===== config.mk =====
export PLATFORM = sky130hd
export DESIGN_NAME = seq_mul_shift_add
export DESIGN_NICKNAME = d
export VERILOG_FILES = /design/src/rtl/arith_pkg.sv /design/src/rtl/addsub_n.sv /design/src/rtl/seq_mul_shift_add.sv
export SDC_FILE = /design/constraint.sdc
export NUM_CORES = 1
export LEC_CHECK = 0
export BUFFER_PORTS_ARGS = -buffer_cell sky130_fd_sc_hd__buf_2
export CAP_MARGIN = 20
export CELL_PAD_IN_SITES_DETAIL_PLACEMENT = 1
export CELL_PAD_IN_SITES_GLOBAL_PLACEMENT = 2
export CORE_MARGIN = 2
export CORE_UTILIZATION = 38
export DETAILED_ROUTE_END_ITERATION = 8
export HOLD_SLACK_MARGIN = 0.12
export PLACE_DENSITY_LB_ADDON = 0.1
export SYNTH_ARGS = -nofsm -noshare
export SYNTH_HDL_FRONTEND = slang
export SYNTH_SLANG_ARGS = --single-unit

===== constraint.sdc =====
create_clock -name clk -period 6.42 [get_ports clk]
set_input_delay 1.284 -clock clk [delete_from_list [all_inputs] [get_ports clk]]
set_output_delay 1.284 -clock clk [all_outputs]
set_load 0.02 [all_outputs]

===== src/rtl/arith_pkg.sv =====
// rtl/arith_pkg.sv - shared state encoding and sizing helper for the arithmetic datapath
// Contents: state_t (IDLE/CALC/FIN encoding), cnt_w() iteration-counter width.
package arith_pkg;

  typedef enum logic [1:0] {
    ST_IDLE = 2'd0,
    ST_CALC = 2'd1,
    ST_FIN  = 2'd2
  } state_t;

  // Counter must hold 0..b_w-1; keep at least one bit for tiny multipliers.
  function automatic int cnt_w(input int b_w);
    return (b_w <= 2) ? 1 : $clog2(b_w);
  endfunction

endpackage


===== src/rtl/addsub_n.sv =====
// rtl/addsub_n.sv - N-bit ripple-carry adder/subtractor
// Ports: a, b (N-bit operands), m (0 = a+b, 1 = a-b), s (N-bit result), c (carry out).
module addsub_n #(
  parameter int N = 4
) (
  input  logic [N-1:0] a,
  input  logic [N-1:0] b,
  input  logic         m,
  output logic [N-1:0] s,
  output logic         c
);

  // Subtraction is a + ~b + 1: invert b and seed the carry chain with m.
  always_comb begin : ripple
    logic cy;
    logic bx;
    cy = m;
    bx = 1'b0;
    s  = '0;
    for (int i = 0; i < N; i++) begin
      bx   = b[i] ^ m;
      s[i] = a[i] ^ bx ^ cy;
      cy   = (a[i] & bx) | (cy & (a[i] ^ bx));
    end
    c = cy;
  end

endmodule


===== src/rtl/seq_mul_shift_add.sv =====
// rtl/seq_mul_shift_add.sv - sequential shift-and-add multiplier, signed/unsigned per operation
// Ports: clk, rst_n (async active-low), start, signed_mode, A (A_W), B (B_W) in;
//        busy, done (one-cycle pulse), P (A_W+B_W product, held until next done) out.
module seq_mul_shift_add
  import arith_pkg::*;
#(
  parameter int A_W = 4,
  parameter int B_W = 4
) (
  input  logic               clk,
  input  logic               rst_n,
  input  logic               start,
  input  logic               signed_mode,
  input  logic [A_W-1:0]     A,
  input  logic [B_W-1:0]     B,
  output logic               busy,
  output logic               done,
  output logic [A_W+B_W-1:0] P
);

  localparam int P_W = A_W + B_W;
  localparam int C_W = cnt_w(B_W);
  localparam logic [C_W-1:0] CNT_LAST = C_W'(B_W - 1);

  state_t state, state_nxt;

  logic [A_W-1:0] mag_a;
  logic [A_W-1:0] acc;
  logic [B_W-1:0] mag_b;   // multiplier magnitude; low half of the product shifts in here
  logic [C_W-1:0] cnt;
  logic           neg;

  logic [A_W-1:0] neg_a;
  logic [B_W-1:0] neg_b;
  logic [A_W-1:0] add_b;
  logic [A_W-1:0] sum;
  logic           carry;
  logic [P_W-1:0] prod;
  logic [P_W-1:0] prod_neg;
  logic           abs_a_c_unused;
  logic           abs_b_c_unused;
  logic           neg_c_unused;

  addsub_n #(.N(A_W)) u_abs_a (
    .a('0), .b(A), .m(1'b1), .s(neg_a), .c(abs_a_c_unused)
  );

  addsub_n #(.N(B_W)) u_abs_b (
    .a('0), .b(B), .m(1'b1), .s(neg_b), .c(abs_b_c_unused)
  );

  // Gating the addend instead of the sum keeps the shift path identical every cycle.
  assign add_b = mag_b[0] ? mag_a : '0;

  addsub_n #(.N(A_W)) u_acc (
    .a(acc), .b(add_b), .m(1'b0), .s(sum), .c(carry)
  );

  assign prod = {acc, mag_b};

  // 0 - 0 is 0, so a zero magnitude never turns into a nonzero result.
  addsub_n #(.N(P_W)) u_neg (
    .a('0), .b(prod), .m(1'b1), .s(prod_neg), .c(neg_c_unused)
  );

  always_ff @(posedge clk or negedge rst_n) begin
    if (!rst_n) state <= ST_IDLE;
    else        state <= state_nxt;
  end

  always_comb begin
    state_nxt = state;
    busy      = 1'b0;
    case (state)
      ST_IDLE: if (start) state_nxt = ST_CALC;
      ST_CALC: begin
        busy = 1'b1;
        if (cnt == CNT_LAST) state_nxt = ST_FIN;
      end
      ST_FIN: begin
        busy      = 1'b1;
        state_nxt = ST_IDLE;
      end
      default: state_nxt = ST_IDLE;
    endcase
  end

  always_ff @(posedge clk or negedge rst_n) begin
    if (!rst_n) begin
      mag_a <= '0;
      mag_b <= '0;
      acc   <= '0;
      cnt   <= '0;
      neg   <= 1'b0;
      P     <= '0;
      done  <= 1'b0;
    end else begin
      done <= 1'b0;
      case (state)
        ST_IDLE: if (start) begin
          // Magnitudes are unsigned, so the most-negative operand maps cleanly to 2^(W-1).
          mag_a <= (signed_mode && A[A_W-1]) ? neg_a : A;
          mag_b <= (signed_mode && B[B_W-1]) ? neg_b : B;
          neg   <= signed_mode & (A[A_W-1] ^ B[B_W-1]);
          acc   <= '0;
          cnt   <= '0;
        end
        ST_CALC: begin
          acc   <= {carry, sum[A_W-1:1]};
          mag_b <= {sum[0], mag_b[B_W-1:1]};
          cnt   <= cnt + C_W'(1);
        end
        ST_FIN: begin
          P    <= neg ? prod_neg : prod;
          done <= 1'b1;
        end
        default: ;
      endcase
    end
  end

endmodule

# Word level (Yosys, flattened, before mapping)
# Index checks and enable logic that the tools add are counted.
[word_totals]
romBits = 0
latchBits = 0
elab_cells = 95
out_inout_bits = 10
ramBits = 0
register_bits = 26
n_memories = 0
in_bits = 12
[op_classes]
bitwise_logic = 58
reduce_logical = 8
multipliers = 0
mux = 15
add_sub_neg = 1
eq_ne = 5
div_mod_pow = 0
order_cmp = 0
shift = 0
[op_table]
columns = ["cell", "n"]
rows = [
  ["1-bit XOR", 21],
  ["4-bit two-way mux", 5],
  ["1-bit AND", 18],
  ["1-bit NOT", 16],
  ["4-bit case mux with 2 select lines", 2],
  ["8-bit two-way mux", 1],
  ["2-bit case mux with 2 select lines", 2],
  ["2-bit two-way mux", 3],
  ["2-bit AND reduction", 3],
  ["2-bit equality test, second input constant", 2],
  ["2-bit != test, second input constant", 2],
  ["1-bit OR", 3],
  ["2-bit by 1-bit adder with 2-bit output, second input constant", 1],
  ["2-bit by 1-bit equality test with 1-bit output, second input constant", 1],
  ["1-bit logical AND", 2],
  ["2-bit zero test", 1],
  ["1-bit two-way mux", 2],
  ["2-bit nonzero test", 1],
  ["2-bit OR reduction", 1],
]

# Logic depth before layout (Yosys ltp)
# Gate-level depths: netlist of run 1.
[logic_depth]
word_depth = 9
depth_mapped = 10
depth_no_buf = 10

# Hierarchy
# A second synthesis of run 1 with hierarchy kept.
[hier_totals]
cells_unflattened = 199
area_unflattened_um2 = 1949.4
[by_module_without_submodules]
columns = ["mod", "n_inst", "area_per_inst_um2", "cells_each", "seq_area_each_um2"]
rows = [
  ["seq_mul_shift_add", 1, 1290.0, 130, 650.6],
  ["addsub_n (u_abs_a ...)", 3, 123.9, 13, 0.0],
  ["addsub_n (u_neg)", 1, 287.8, 30, 0.0],
]

# Worst setup path before layout of run 1
# Ideal clock, no wire load.
[synth_timing]
path_type = "input-to-reg"
start = "input B[0]"
end = "register mag_b[3]"
setup_ns = 0.139
stages = 6
arrival_ns = 2.029
required_time_ns = 6.281
slack_ns = 4.251
path_buffers = 0
path_cell_list = "inv_1 ha_1 ha_1 nand2b_1 a221oi_2 a21oi_1"
[synth_between]
elab_chain_len = 7
[synth_lines]
columns = ["element", "line", "rtl"]
rows = [
  ["start, declared", "seq_mul_shift_add.sv:15", "input logic [B_W-1:0] B,"],
  ["1-bit NOT (no source line)", "-", ""],
  ["1-bit AND (2 in a row)", "addsub_n.sv:23", "cy = (a[i] & bx) | (cy & (a[i] ^ bx));"],
  ["1-bit XOR", "addsub_n.sv:22", "s[i] = a[i] ^ bx ^ cy;"],
  ["4-bit two-way mux", "seq_mul_shift_add.sv:103", "mag_b <= (signed_mode && B[B_W-1]) ? neg_b : B;"],
  ["4-bit two-way mux", "seq_mul_shift_add.sv:100", "ST_IDLE: if (start) begin"],
  ["4-bit case mux with 2 select lines", "seq_mul_shift_add.sv:99", "case (state)"],
  ["end signal, assigned", "seq_mul_shift_add.sv:103", ""],
  ["end signal, assigned", "seq_mul_shift_add.sv:110", "mag_b <= {sum[0], mag_b[B_W-1:1]};"],
  ["end, declared", "seq_mul_shift_add.sv:29", "logic [B_W-1:0] mag_b;"],
]
# Every way passes these cells. The select of a mux whose other input is x is not followed.
# A chain may end at the register's enable or synchronous reset.

# Final worst setup path of run 1
[layout_timing]
start = "register state[0]"
end = "output busy"
[layout_between]
elab_chain_len = 3
elab_cells_between_ends = 4
cone_classes = "eq/ne: 2; mux: 1; reduce/logical: 1"
[layout_lines]
columns = ["element", "line", "rtl"]
rows = [
  ["start, declared", "seq_mul_shift_add.sv:25", "state_t state, state_nxt;"],
  ["start signal, assigned", "seq_mul_shift_add.sv:68", "else state <= state_nxt;"],
  ["2-bit by 1-bit equality test with 1-bit output / 2-bit equality test (equally long branches)", "seq_mul_shift_add.sv:74", "case (state)"],
  ["2-bit OR reduction (no source line) (*)", "-", ""],
  ["1-bit two-way mux (*)", "seq_mul_shift_add.sv:74", ""],
  ["end, declared", "seq_mul_shift_add.sv:16", "output logic busy,"],
]
# Every way passes the cells marked *; elsewhere a longest branch is shown, timed or not.

==> impl_metrics.py, run 1 <==
metrics = {
    "worst_setup_path": {
        "critPathLaunchType": "flip-flop",
        "end_kind": "primary output",
        "path_delay_family": "flip-flops",
        "reg2reg_from": "mag_b[0]",
        "arrival_ns": 1.17,
        "crit_chain": "inv_1 > ha_1 > buf_2",
        "crit_fanout": 3,
        "critPathMaxStageDelay_ns": 0.39,
        "criticalPathCategory": "flip-flop to primary output",
        "slowest_stage": "dfrtp_1",
        "cp_num_buf_inv": 2,
        "crit_required_ns": 5.14,
        "worstSetupStartpoint": "state[0]",
    },
    "cells_and_area": {
        "layout_common_cells": "26 x dfrtp_1, 21 x buf_2, 20 x inv_1",
        "finalNetCount": 196,
        "syn_to_final_growth_pct": 13.37,
        "final_common_cell": "dfrtp_1",
        "stdcell_count": 213,
        "fin_util_pct": 45.45,
        "multi_input_comb_area_um2": 730.7,
        "nFillCells": 443,
        "layout-drive-gt1-share_pct": 17.58,
        "antennaDiodeCount": 0,
        "seq_area_um2": 650.6,
    },
    "global_routing": {
        "grt_pass1_vias": 1115,
        "grt_first_pass_wirelength_um": 5057,
        "grt_max_degree": 27,
        "grt.total_usage_pct": 15.77,
        "antenna_found_initial": 0,
        "grt_overflow": 0,
    },
    "placed_design": {
        "port_buffers": 21,
        "routabilityCongestion": 0.7014,
        "dp_slack_ns": 4.075,
        "hpwl_um": 2317,
        "dp.cells": 209,
    },
    "route": {
        "antenna_left": 0,
        "vias": 1048,
        "drt-total-wl_um": 2872,
        "wirelength_met1_um": 1318,
        "met2_length_um": 1374,
        "drc": 0,
        "wl_met3_um": 100,
        "wl_per_cell_um": 13.48,
        "viasPerCell": 4.920,
        "initialDrtViolationCount": 22,
        "highest_layer": "met4",
        "drt_first_pass_iters": 4,
    },
    "clock_network": {
        "cts_resized": 0,
        "post_cts_buffers": 0,
        "cts_buffer_depth": 2,
        "clock-sinks": 26,
        "cts_root_buffer": "clkbuf_8",
        "path_clk_slew_ns": 0.09,
        "cts_tree": "yes",
        "cts_hold_buf": 0,
        "clock_latency_ns": 0.28,
        "htreeDepth": 1,
        "cts_buffers": 3,
    },
    "synth": {
        "syn_avg_cell_area_um2": 10.27,
        "ys_ff_latch": 26,
        "netlist-cell-type-count": 24,
        "synth_seq_area_share_pct": 43.99,
        "synth_nets": 174,
        "ys_warn_count": 0,
        "synth_top_area_share_pct": 43.99,
        "syn_inst": 144,
        "yosys.area.top_type": "dfrtp_1",
        "syn_area_um2": 1479,
        "synthTopCellsByArea": "dfrtp_1 44%, ha_1 13%, mux2i_1 6.8%",
    },
    "sta": {
        "period_minus_slack_ns": 2.457,
        "period_share_pct": 38.27,
        "setup_viol": 0,
        "relSlewSlack_pct": 58.81,
        "skew_ns": 0.002168,
        "tightest_slew_ns": 0.6058,
        "clock.fmax_mhz": 407.0,
        "fin_ws_ns": 3.963,
        "tns_ns": 0,
        "slew_violations": 0,
        "rsz0062_at_grt": "false",
        "hold_viol_final": 0,
    },
    "die": {
        "start_util_pct": 40.09,
        "coreArea_um2": 3689,
        "die_h_um": 66.39,
        "ioPinCount": 22,
        "dieArea_um2": 4407,
        "num_rows": 22,
        "dieWidth_um": 66.39,
    },
    "worst_hold_path": {
        "worstHoldPathType": "flip-flop to flip-flop",
        "holdCritStartpoint": "mag_a[0]",
    },
    "job": {
        "cap_viol_max_count": 0,
    },
    "pwr": {
        "leakage_nw": 0.8429,
        "p_per_area_nw_per_um2": 454.4,
        "ir_drop_mv": 0.1466,
    },
    "run_status": {
        "status": "finished, final reports clean",
    },
}
logic make-up after synthesis:
group / count (synthesis) / synth area share [%]
simple gates: 31 / 9.815
buf+inv: 24 / 6.599
compound gates: 31 / 13.20
fa+ha+maj: 18 / 16.75
flops: 26 / 43.99
xor+xnor: 2 / 1.185
mux: 12 / 8.460
flip-flops by register name, indices dropped and copies added, names as in the netlist:
| name | count |
|---|---|
| state | 2 |
| done | 1 |
| cnt | 2 |
| P | 8 |
| mag_b | 4 |
| mag_a | 4 |
| neg | 1 |
| acc | 4 |
final cells by class:
class / instances / share of cell area (%)
timing repair buffer: 21 / 6.269
sequential: 26 / 38.81
inverter: 20 / 4.478
clock buffer: 4 / 3.284
tap: 48 / 3.582
multi-input combinational: 94 / 43.58
power breakdown:
part | switching [W] | internal [W] | total, W | leakage (nW)
Combinational | 0.000219 | 0.000149 | 0.000368 | 0.488
Sequential | 0.0000518 | 0.000234 | 0.000286 | 0.326
Clock | 0.0000528 | 0.0000550 | 0.000108 | 0.0288
cells in the mapped netlist:
| library cell | number |
|---|---|
| dfrtp_1 | 26 |
| inv_1 | 20 |
| ha_1 | 15 |
| nand2_1 | 13 |
| a21oi_1 | 12 |
| mux2i_1 | 10 |
| nor2_1 | 7 |
| o21ai_1 | 7 |
| and2_1 | 4 |
| a22o_1 | 3 |
| buf_2 | 3 |
| fa_1 | 3 |
| nand2b_1 | 3 |
| nor2b_1 | 3 |
| o31ai_1 | 3 |
| a32oi_1 | 2 |
| o21ai_0 | 2 |
| xnor2_1 | 2 |
| a221oi_2 | 1 |
| and3_2 | 1 |
| buf_4 | 1 |
| mux2_2 | 1 |
| mux2i_2 | 1 |
| o221ai_1 | 1 |
per-stage QoR:
| stage | instance area, µm² | hold WS (ns) | total power, W |
|---|---|---|---|
| 6_report | 1677 | 0.4861 | 0.0007618 |
| 3_3_place_gp | 1622 | 0.4682 | 0.0006474 |
| 2_1_floorplan | 1479 | 0.4480 | 0.0005632 |
| 5_1_grt | 1677 | 0.5131 | 0.0008425 |
| 3_5_place_dp | 1622 | 0.4710 | 0.0006658 |
| 4_1_cts | 1677 | 0.4921 | 0.0007769 |
layer usage:
metal  global-route usage, %  vias to the layer above
met1                   19.63                      498
met3                   2.044                        4
met4                   9.184                        0
li1                        -                      522
met2                   26.00                       24
met5                       0                        -
worst reg2reg max path: cells and delay by family (launching register included):
kind,cells,cell delay (ns)
adder cells (fa/ha/maj),4,1.37
buffers and inverters,1,0.08
flip-flops,1,0.47
AO/OA/AOI/OAI,1,0.16
AND/OR/NAND/NOR,1,0.18
final timing paths:
kind                       endpoint  slack [ns]  cells after the start
max                            busy        3.96                      3
min                        mag_a[0]        0.49                      2
max reg2reg                  acc[2]        4.10                      7
min reg2reg                mag_a[0]        0.49                      2
max in group asynchronous      P[0]        5.05                      1
min in group asynchronous      P[5]        0.99                      1
No activity file was read; power rests on OpenSTA's default activity.
==> run 2: changes to the inputs <==
Settings changed: CORE_UTILIZATION 38 to 32.
Clock period 6.42 ns to 2.2 ns, I/O delays scaled along.
==> run 2 against run 1 <==
Sequential share of layout area down 1.1 points. Combinational power rose to 3.1 times the previous value. Setup slack worse by 3.8 ns. Via count up 1.9%. Non-clock buffer count up 4. Final area up 2.9%. Critical path depth up 4. Global-route usage down 2.3 points.
==> impl_metrics.py, run 2 (synthesized netlist as in run 1, its figures left out) <==
metrics = {
    "run_status": {
        "status": "finished, final reports clean",
    },
    "worst_setup_path": {
        "slowest_stage": "dfrtp_1",
        "cp_num_buf_inv": 1,
        "critPathLaunchType": "flip-flop",
        "cpMostUsedCell": "fa_2",
        "end_kind": "flip-flop",
        "path_delay_family": "adder cells",
        "crit_fanout": 4,
        "crit_required_ns": 2.40,
        "crit_chain": "and2_4 > ha_1 > fa_2 > fa_2 > inv_1 > fa_1 > o21ai_1",
        "criticalPathCategory": "flip-flop to flip-flop",
        "arrival_ns": 2.28,
        "critPathMaxStageDelay_ns": 0.43,
    },
    "global_routing": {
        "grt.total_usage_pct": 13.48,
        "grt_first_pass_wirelength_um": 5285,
        "grt_max_degree": 27,
        "antenna_found_initial": 0,
        "grt_pass1_vias": 1124,
        "grt_overflow": 0,
    },
    "clock_network": {
        "cts_root_buffer": "clkbuf_8",
        "cts_tree": "yes",
        "clock_latency_ns": 0.27,
        "cts_buffer_depth": 2,
        "clock-sinks": 26,
        "htreeDepth": 1,
        "path_clk_slew_ns": 0.09,
        "cts_hold_buf": 0,
        "cts_buffers": 3,
    },
    "die": {
        "dieWidth_um": 71.98,
        "dieArea_um2": 5181,
        "num_rows": 24,
        "die_h_um": 71.98,
        "start_util_pct": 33.50,
        "ioPinCount": 22,
        "coreArea_um2": 4414,
    },
    "cells_and_area": {
        "antennaDiodeCount": 0,
        "nFillCells": 526,
        "layout-drive-gt1-share_pct": 21.89,
        "finalNetCount": 200,
        "layout_common_cells": "26 x dfrtp_1, 21 x buf_2, 20 x inv_1",
        "largest_reg_flops": 8,
        "fin_util_pct": 39.09,
        "regMostFlops": "P",
        "syn_to_final_growth_pct": 16.67,
        "stdcell_area_um2": 1725,
        "final_common_cell": "dfrtp_1",
    },
    "sta": {
        "relSlewSlack_pct": 59.41,
        "clock.fmax_mhz": 480.1,
        "setup_viol": 0,
        "period_minus_slack_ns": 2.083,
        "slew_violations": 0,
        "period_share_pct": 94.68,
        "hold_viol_final": 0,
        "worst_hold_slack_ns": 0.1700,
        "skew_ns": 0.002317,
        "tightest_slew_ns": 0.5970,
    },
    "route": {
        "wl_per_cell_um": 13.81,
        "drc": 0,
        "vias": 1068,
        "drt-total-wl_um": 3051,
        "antenna_left": 0,
        "viasPerCell": 4.833,
        "drt_first_pass_iters": 4,
        "initialDrtViolationCount": 38,
    },
    "placed_design": {
        "placed_cell_area_um2": 1634,
        "port_buffers": 21,
        "hpwl_um": 2396,
        "routabilityCongestion": 0.7252,
    },
    "pwr": {
        "p_per_area_nw_per_um2": 1329,
        "leakage_nw": 0.8601,
        "ir_drop_mv": 0.4141,
    },
    "job": {
        "cap_viol_max_count": 0,
    },
    "worst_hold_path": {
        "worstHoldPathType": "primary input to asynchronous set/reset pin",
    },
}
## run 2: what timing repair did
| item | 4_1_cts | 5_1_grt |
|---|---|---|
| setup endpoints to repair | 1 | 3 |
| buffers inserted | 2 | 1 |
| gates resized for setup | 0 | 5 |
| pin swaps | 0 | 3 |
| endpoints found under the hold margin | 0 | 0 |
## run 2: cell type report
class,instances,area [µm²],area share [%]
multi-input combinational,94,740.7,42.93
timing repair buffer,25,138.9,8.049
tap,52,65.06,3.771
inverter,20,75.07,4.351
sequential,26,650.6,37.71
clock buffer,4,55.05,3.191
## run 2: path summary, 6_finish.rpt
check | start | end | slack (ns) | cells after the start
min in group clk | A[0] | mag_a[0] | 0.44 | 3
min | rst_n | P[4] | 0.17 | 1
min reg2reg | mag_a[3] | mag_a[3] | 0.49 | 2
max | mag_b[0] | acc[2] | 0.12 | 7
max reg2reg | mag_b[0] | acc[2] | 0.12 | 7
max in group asynchronous | rst_n | mag_b[0] | 1.64 | 1
## run 2: where the power goes
| part | switching [W] | internal, W | leakage, nW |
|---|---|---|---|
| clock | 0.000154 | 0.000160 | 0.0288 |
| combinational | 0.000662 | 0.000477 | 0.505 |
| sequential | 0.000157 | 0.000683 | 0.326 |
## run 2: layer usage
metal | routed length (µm) | vias up | share of wire [%] | global-route usage [%]
met1 | 1453 | 508 | 48 | 17.22
li1 | - | 534 | - | -
met3 | 94 | 4 | 3.1 | 1.806
met2 | 1440 | 22 | 47 | 22.63
met4 | 62 | 0 | 2.0 | 6.289
met5 | 0 | - | 0 | 0
## run 2: metrics by stage
step	setup TNS (ns)	instances	power, W	setup WS [ns]
5_1_grt	-0.01569	221	0.002538	-0.01385
6_report	0	221	0.002293	0.1170
3_5_place_dp	0	214	0.001974	0.002700
3_3_place_gp	0	214	0.001930	0.04467
4_1_cts	0	220	0.002312	0.01722
2_1_floorplan	0	144	0.001643	0.1021
==> run 3: changes to the inputs <==
Settings changed: SETUP_SLACK_MARGIN set to 0.4.
==> run 3 against run 2 <==
Die area unchanged. Largest cell class unchanged. Via count about the same. Clock power about the same.
==> impl_metrics.py, run 3 (synthesized netlist as in run 1, its figures left out) <==
metrics = {
    "route": {
        "drt_first_pass_iters": 4,
        "viasPerCell": 4.872,
        "antenna_left": 0,
        "initialDrtViolationCount": 15,
        "wl_per_cell_um": 13.80,
        "drc": 0,
        "vias": 1067,
        "drt-total-wl_um": 3023,
    },
    "die": {
        "start_util_pct": 33.50,
        "coreArea_um2": 4414,
        "dieArea_um2": 5181,
        "die_h_um": 71.98,
        "num_rows": 24,
        "dieWidth_um": 71.98,
        "ioPinCount": 22,
    },
    "placed_design": {
        "port_buffers": 21,
        "placed_cell_area_um2": 1704,
        "routabilityCongestion": 0.6970,
        "dp.cells": 215,
        "hpwl_um": 2381,
    },
    "pwr": {
        "ir_drop_mv": 0.3469,
        "leakage_nw": 0.8488,
        "p_per_area_nw_per_um2": 1338,
    },
    "worst_setup_path": {
        "crit_required_ns": 2.40,
        "crit_fanout": 2,
        "crit_chain": "and2_4 > ha_4 > fa_2 > fa_2 > inv_2 > fa_1 > o21ai_1",
        "cp_num_buf_inv": 1,
        "criticalPathCategory": "flip-flop to flip-flop",
        "slowest_stage": "fa_1",
        "end_kind": "flip-flop",
        "critPathLaunchType": "flip-flop",
        "arrival_ns": 2.25,
        "path_delay_family": "adder cells",
        "cpMostUsedCell": "fa_2",
        "critPathMaxStageDelay_ns": 0.40,
    },
    "clock_network": {
        "clock_latency_ns": 0.27,
        "path_clk_slew_ns": 0.09,
        "clock-sinks": 26,
        "cts_root_buffer": "clkbuf_8",
        "cts_buffers": 3,
        "cts_hold_buf": 0,
        "cts_tree": "yes",
        "cts_buffer_depth": 2,
        "htreeDepth": 1,
    },
    "worst_hold_path": {
        "worstHoldPathType": "primary input to asynchronous set/reset pin",
    },
    "global_routing": {
        "grt.total_usage_pct": 12.60,
        "antenna_found_initial": 0,
        "grt_first_pass_wirelength_um": 5057,
        "grt_overflow": 0,
        "grt_max_degree": 27,
        "grt_pass1_vias": 1125,
    },
    "sta": {
        "hold_viol_final": 0,
        "period_share_pct": 93.16,
        "skew_ns": 0.001878,
        "tns_ns": 0,
        "rsz0062_at_grt": "true",
        "slew_violations": 0,
        "worst_hold_slack_ns": 0.1643,
        "tightest_slew_ns": 0.5976,
        "period_minus_slack_ns": 2.050,
        "setup_viol": 0,
        "clock.fmax_mhz": 487.9,
        "relSlewSlack_pct": 60.16,
    },
    "cells_and_area": {
        "largest_reg_flops": 8,
        "stdcell_area_um2": 1783,
        "layout_common_cells": "26 x dfrtp_1, 21 x buf_2, 19 x inv_1",
        "regMostFlops": "P",
        "antennaDiodeCount": 0,
        "final_common_cell": "dfrtp_1",
        "finalNetCount": 198,
        "layout-drive-gt1-share_pct": 25.75,
        "stdcell_count": 219,
        "syn_to_final_growth_pct": 20.56,
    },
    "run_status": {
        "status": "finished, final reports clean",
    },
    "job": {
        "cap_viol_max_count": 0,
    },
}
==> run 3: cell types whose count changed in the layout (fill, tap and decap cells not counted) <==
cell     change
buf_4        -1
buf_6        -1
ha_1         -6
ha_2         +1
ha_4         +5
inv_1        -1
inv_2        +1
mux2i_2      -1
mux2i_4      +1
nor2b_1      -1
nor2b_2      +1
==> run 3: metal layers <==
metal / wire length [µm] / GRT usage, % / part of all wire (%) / vias to the layer above
met1: 1493 / 16.27 / 49 / 510
met3: 97 / 2.222 / 3.2 / 4
met5: 0 / 0 / 0 / -
met2: 1401 / 21.30 / 46 / 23
li1: - / - / - / 530
met4: 30 / 4.403 / 0.99 / 0
==> run 3: stage by stage <==
stage               util [%]  total power [W]  setup WS, ns
global route           40.39         0.002619       0.05242
global placement       38.61         0.002010        0.1893
detailed placement     38.61         0.002063        0.1544
floorplan                  -         0.001723        0.1609
finish                 40.39         0.002385        0.1504
CTS                    39.85         0.002383        0.1314
==> run 3: final cells by class <==
type | instances | area [µm²]
Multi-Input combinational cell | 94 | 817.0
Sequential cell | 26 | 650.6
Inverter | 20 | 75.07
Clock buffer | 4 | 55.05
Fill cell | 501 | 2631
Timing Repair Buffer | 23 | 120.1
Tap cell | 52 | 65.06
==> run 3: final timing paths <==
path / startpoint / to / slack [ns] / cells past startpoint
max reg2reg: mag_b[0] / acc[2] / 0.15 / 7
min: rst_n / P[1] / 0.16 / 1
min in group clk: A[0] / mag_a[0] / 0.44 / 3
max: mag_b[0] / acc[2] / 0.15 / 7
min reg2reg: mag_a[3] / mag_a[3] / 0.49 / 2
max in group asynchronous: rst_n / acc[1] / 1.64 / 1
==> run 3: power breakdown <==
group,leakage (nW),internal (W),switching [W]
Combinational,0.494,0.000525,0.000714
Sequential,0.326,0.000683,0.000151
Clock,0.0288,0.000160,0.000152
==> run 3: repair_timing <==
item / CTS / global route
endpoints found under the setup margin: 3 / 12
pin swaps: 1 / 2
gates resized for setup: 0 / 4
cloned: 0 / 0
buffers inserted: 0 / 0
